[src/rtl/full_adder.sv]
// full_adder
//   Single-bit full adder leaf cell. The combinational sum/carry path is the
//   primary function and depends only on a, b, cin. A clocked bit-serial path
//   reuses the same cell to add operands LSB-first, one bit per enabled cycle,
//   keeping the carry in a flop and counting processed bits.
//
// Parameters
//   CNT_W      width of the serial bit counter (wraps modulo 2^CNT_W)
// Ports
//   clk        rising-edge clock, serial path only
//   rst        synchronous active-high reset, serial path only
//   a, b       addend bits
//   cin        carry in; also seeds the serial carry on ser_start
//   ser_en     advance the serial adder one bit
//   ser_start  first bit of a new serial operation
//   sum        combinational a ^ b ^ cin
//   carry      combinational majority(a, b, cin)
//   ser_sum    registered sum bit of the last serial step
//   ser_carry  registered serial carry state
//   ser_bits   bits processed in the current serial operation
module full_adder #(
  parameter int unsigned CNT_W = 8
) (
  input  logic             clk,
  input  logic             rst,
  input  logic             a,
  input  logic             b,
  input  logic             cin,
  input  logic             ser_en,
  input  logic             ser_start,
  output logic             sum,
  output logic             carry,
  output logic             ser_sum,
  output logic             ser_carry,
  output logic [CNT_W-1:0] ser_bits
);

  logic ser_cin;
  logic ser_sum_next;
  logic ser_carry_next;

  // Combinational cell: only a, b and cin reach these outputs, so floating
  // serial controls can never disturb them.
  always_comb begin
    sum   = a ^ b ^ cin;
    carry = (a & b) | (a & cin) | (b & cin);
  end

  // Serial step: a new operation takes its carry-in from cin, otherwise the
  // carry held from the previous bit is used.
  always_comb begin
    ser_cin        = ser_start ? cin : ser_carry;
    ser_sum_next   = a ^ b ^ ser_cin;
    ser_carry_next = (a & b) | (a & ser_cin) | (b & ser_cin);
  end

  always_ff @(posedge clk) begin
    if (rst) begin
      ser_sum   <= 1'b0;
      ser_carry <= 1'b0;
      ser_bits  <= '0;
    end else if (ser_en) begin
      ser_sum   <= ser_sum_next;
      ser_carry <= ser_carry_next;
      ser_bits  <= ser_start ? CNT_W'(1) : ser_bits + CNT_W'(1);
    end
  end

endmodule

[config.mk]
export PLATFORM = sky130hd
export DESIGN_NAME = full_adder
export DESIGN_NICKNAME = d
export VERILOG_FILES = /design/src/rtl/full_adder.sv
export SDC_FILE = /design/constraint.sdc
export NUM_CORES = 1
export LEC_CHECK = 0
export ABC_AREA = 1
export CAP_MARGIN = 0
export CORE_UTILIZATION = 40
export CTS_BUF_LIST = sky130_fd_sc_hd__clkbuf_4
export CTS_CLUSTER_SIZE = 10
export DETAILED_ROUTE_END_ITERATION = 10
export GPL_ROUTABILITY_DRIVEN = 0
export PLACE_DENSITY_LB_ADDON = 0.1
export SETUP_SLACK_MARGIN = 0.15
export SLEW_MARGIN = 20
export SYNTH_ARGS = -nofsm -noshare
export SYNTH_HDL_FRONTEND = slang
export SYNTH_SLANG_ARGS = --single-unit
[constraint.sdc]
create_clock -name clk -period 1.11 [get_ports clk]
set_clock_uncertainty 0.15 [all_clocks]
set_input_delay 0.111 -clock clk [delete_from_list [all_inputs] [get_ports clk]]
set_output_delay 0.111 -clock clk [all_outputs]
set_load 0.1 [all_outputs]
# Word level (Yosys, flattened, before mapping)
# Cells that the tools add are included.
totals:
  ff_bits: 10
  inputBits: 7
  output_inout_bits: 12
  elab_cells: 18
classes:
  addsub: 1
  n_mux: 2
  bitwise_logic: 12
ops:
  columns: ["cell", "count"]
  rows:
  - ["8-bit by 1-bit adder with 8-bit output, second input constant", 1]
  - ["8-bit 2-to-1 mux", 1]
  - ["1-bit AND", 5]
  - ["1-bit OR", 4]
  - ["1-bit bitwise XOR", 3]
  - ["1-bit 2-to-1 mux", 1]

# Depth between registers and ports, before layout
logic_depth:
  depth_word: 4
  ltp_mapped: 7
  depth_no_buf: 6

# Worst setup path before layout
# OpenSTA, ideal clock, no wires.
synth_timing:
  path_kind: "register to register"
  from: "register ser_bits[0]"
  to: "register ser_bits[6]"
  setup_ns: 0.070
  arrival_time_ns: 1.789
  t_required_ns: 0.890
  setup_slack_ns: -0.899
  path_stages_with_launch: 6
  n_path_buf: 0
  period_less_slack_ns: 2.009
  cell_sequence: "dfxtp_1 > ha_1 > nand3_2 > nor2_2 > nand2_1 > a21oi_1"
synth_between:
  elab_chain_len: 2
synth_lines:
  columns: ["element", "line", "text"]
  rows:
  - ["start: declaration", "35", "output logic [CNT_W-1:0] ser_bits"]
  - ["start signal: assignment", "65", "ser_bits <= ser_start ? CNT_W'(1) : ser_bits + CNT_W'(1);"]
  - ["8-bit by 1-bit adder with 8-bit output", "65", null]
  - ["8-bit 2-to-1 mux", "65", null]
# No other way between the ends.
# A chain may end at the register's enable or synchronous reset.

# Final worst setup path
layout_timing:
  from: "register ser_carry"
  to: "register ser_sum"
layout_between:
  elab_chain_len: 2
layout_lines:
  columns: ["element", "line", "text"]
  rows:
  - ["start: declaration", "34", "output logic ser_carry,"]
  - ["start signal: assignment", "64", "ser_carry <= ser_carry_next;"]
  - ["1-bit 2-to-1 mux", "52", "ser_cin = ser_start ? cin : ser_carry;"]
  - ["1-bit bitwise XOR", "53", "ser_sum_next = a ^ b ^ ser_cin;"]
  - ["named net ser_sum_next", "39", "logic ser_sum_next;"]
  - ["end signal: assignment", "63", "ser_sum <= ser_sum_next;"]
  - ["end: declaration", "33", "output logic ser_sum,"]
# The timed path passes the listed nets, and every way through them passes these cells.

==> results by group <==
Status
  – Status: finished, violations left
  – Failing checks: setup timing

CTS
  – Root buffer selected by CTS: clkbuf_4
  – Reg clk slew, reported paths: ~0.070 ns
  – CTS Sinks: 10
  – Clock Latency Late Sink: approximately 0.28 ns
  – Cts bufs inserted: 3
  – H-tree depth: 1
  – TritonCTS clock tree: built
  – Post-CTS Hold Buffers: 0
  – Max clock buf depth: 2

Critical path
  – Worst r2r src: ser_carry$_SDFFE_PP0P_
  – Cell breakdown of the critical path: nand2_2 -> nand2_1 -> fa_1 -> nor2_1 -> nor2_1
  – Worst Setup EP: ser_sum$_SDFFE_PP0P_
  – Crit Path Category: flop to flop
  – Crit Path Max Fanout: 2
  – Max stage delay on crit path: between 0.4 and 0.5 ns
  – Crit path launch: ser_carry$_SDFFE_PP0P_
  – R2R cell count: 5
  – Critical Path AT: about 1.4 ns
  – Slowest CP cell: fa_1
  – RR Endpoint: ser_sum$_SDFFE_PP0P_
  – Most used cell, CP: nor2_1
  – R2R setup slack: -0.27 ns
  – Critical Path Source Type: flop
  – Crit path required time: between 1 and 1.5 ns
  – Crit. End Element: flop

STA
  – Min Tclk post-route: around 1.4 ns
  – Setup tns final: -1.52 ns
  – Final setup viols: 13
  – Endpoints failing hold: 0
  – Slew headroom: 0.777
  – Max Fclk: slightly above 0.7 GHz
  – Hold_ws: around 0.073 ns
  – Unrepaired setup endpoints after global routing: yes
  – Max-slew violation count: 0
  – Final period util: 1.24
  – Final worst slack: -0.266 ns
  – Worst Tran Pin Value: 0.330 ns

Floorplan
  – Die Height: roughly 39 um
  – Die X: about 39 um
  – Starting density of the core: 0.460
  – Site Rows: 12
  – I/O pins: 19
  – DIE AREA: 1500 sq um
  – Core ar.: approximately 1200 sq um

Layout
  – Most common cell after layout, fill and taps aside: buf_12
  – Share of layout cells above drive strength 1: 0.592
  – Register area: ~230 sq um
  – Final nets: 114
  – Post-route cell area: about 1100 sq um
  – Fin cells: approximately 120
  – Multi-input gate area: 358 sq um
  – Antenna Cells: 0
  – Syn-to-layout area delta: 106%
  – Most frequent cells in the layout: 12 x buf_12, 11 x nand2_1, 10 x buf_6
  – Layout filler cell count: 35

Routing
  – Router iterations before antenna repair: 4
  – WL per Instance: ~17 um
  – Starting DRT DRC Count: 21
  – Total wire length: 2.01 mm
  – DRC Markers: 0
  – DR vias: between 600 and 700
  – Routed Antenna Nets: 0
  – Vias per cell: 5.28

GRT
  – Initial antenna violation count: 0
  – First-pass GRT wire length: approximately 2.3 mm
  – Largest net degree at the start of global routing: 7
  – Vias in the first global route: a little over 500
  – All-Layer GR Usage: 0.233
  – Gr ovfl total: 0

Power and ir drop
  – Pleak: ~0.51 nW
  – PwrDens: slightly below 1000 nW/um^2
  – Max rail drop VDD: slightly above 700 uV

Worst hold path
  – Hold WC Path Type: input port to flop

Placement
  – Number of I/O port buffers: 18
  – DP HPWL: ~950 um
  – Dpl cells: 108
  – Placed inst area: between 900 and 1000 sq um

Run
  – Max_cap viols: 0

Yosys
  – Mapped cell area: about 540 sq um
  – Post-synthesis cell count: 67
  – Syn Area/Cell: about 8.0 sq um
  – Post-synth net total: a little under 80
  – #FFs+latches synth: 10
  – Sequential share of the synthesized area: 0.371
  – Yosys warnings: 0
  – Synth cell types: 21
[state kept, by name (all words and copies together) (netlist names)]
name	flops
ser_bits	8
ser_carry	1
ser_sum	1
[layer usage]
layer | part of all wire | GRT usage | up-vias
met5 | 0 | 0 | -
met4 | 0.022 | 0.0259 | 0
met3 | 0.068 | 0.0867 | 4
met2 | 0.50 | 0.400 | 28
met1 | 0.41 | 0.281 | 299
li1 | - | - | 287
[kinds of logic after synthesis]
group           share of synthesized area
buf+inv                            0.0905
flops                               0.371
fa+ha+maj                          0.0974
simple gates                        0.316
compound gates                      0.125
[power by group]
| part | internal, W | leakage (nW) | switching (W) |
|---|---|---|---|
| logic | 0.000178 | 0.406 | 0.000254 |
| clock network | 0.000130 | 0.0154 | 0.000133 |
| registers | 0.000359 | 0.0882 | 0.0000172 |
| total | 0.000667 | 0.510 | 0.000405 |
[area by class of cell]
class | count | share of cell area
Tap cell | 14 | 0.0157
Sequential cell | 10 | 0.209
Clock inverter | 1 | 0.00337
Timing Repair Buffer | 33 | 0.397
Multi-Input combinational cell | 46 | 0.321
Clock buffer | 3 | 0.0202
Inverter | 10 | 0.0337
[per-stage QoR]
| stage | total power (W) | worst slack [ns] | util |
|---|---|---|---|
| after global placement | 0.000757 | -0.536 | 0.831 |
| after global routing | 0.00110 | -0.280 | 0.951 |
| after detailed placement | 0.000760 | -0.527 | 0.831 |
| after floorplan | 0.000603 | -0.354 | - |
| after CTS | 0.00104 | -0.178 | 0.918 |
| final | 0.00107 | -0.266 | 0.951 |
[worst max-delay path: cells and delay by family (launching register included)]
kind                       cells  cell delay (ns)
and+or+nand+nor                4             0.31
adders and majority gates      1             0.45
DFF                            1             0.35
[how the worst min path moves through the flow]
| stage | start | endpoint | slack [ns] | cells after the start |
|---|---|---|---|---|
| after global routing | ser_en | ser_bits[0]$_SDFFE_PP0P_ | 0.07 | 3 |
| after floorplan | rst | ser_bits[5]$_SDFFE_PP0P_ | 0.10 | 3 |
| after detailed placement | ser_bits[3]$_SDFFE_PP0P_ | ser_bits[3]$_SDFFE_PP0P_ | 0.31 | 1 |
| final | ser_en | ser_bits[0]$_SDFFE_PP0P_ | 0.07 | 3 |
| after CTS | b | ser_carry$_SDFFE_PP0P_ | 0.20 | 5 |
| after global placement | ser_bits[3]$_SDFFE_PP0P_ | ser_bits[3]$_SDFFE_PP0P_ | 0.31 | 1 |
[synthesized netlist by cell type]
library cell / n / area [sq um]
fa_1: 2 / 40.0
a21oi_4: 1 / 16.3
nor3_1: 2 / 10.0
nand2_2: 1 / 6.26
ha_1: 1 / 12.5
nor2_8: 1 / 20.0
inv_1: 9 / 33.8
dfxtp_1: 10 / 200
o21ai_0: 3 / 15.0
nand3b_1: 1 / 7.51
nand4_1: 1 / 6.26
nor2_1: 8 / 30.0
inv_2: 1 / 3.75
nor2_2: 1 / 6.26
nand2_4: 1 / 11.3
nand2_1: 14 / 52.6
o21ai_1: 1 / 5.00
a31oi_1: 1 / 6.26
a21oi_1: 5 / 25.0
buf_6: 1 / 11.3
nand3_2: 2 / 20.0
[what timing repair did]
item                                    in CTS  in global routing
endpoints found under the setup margin      21                 22
buffers inserted                             5                  0
resized for setup                           26                 11
cloned                                       0                  0
pin swaps                                   10                  9
(Power assumes the default switching activity.)
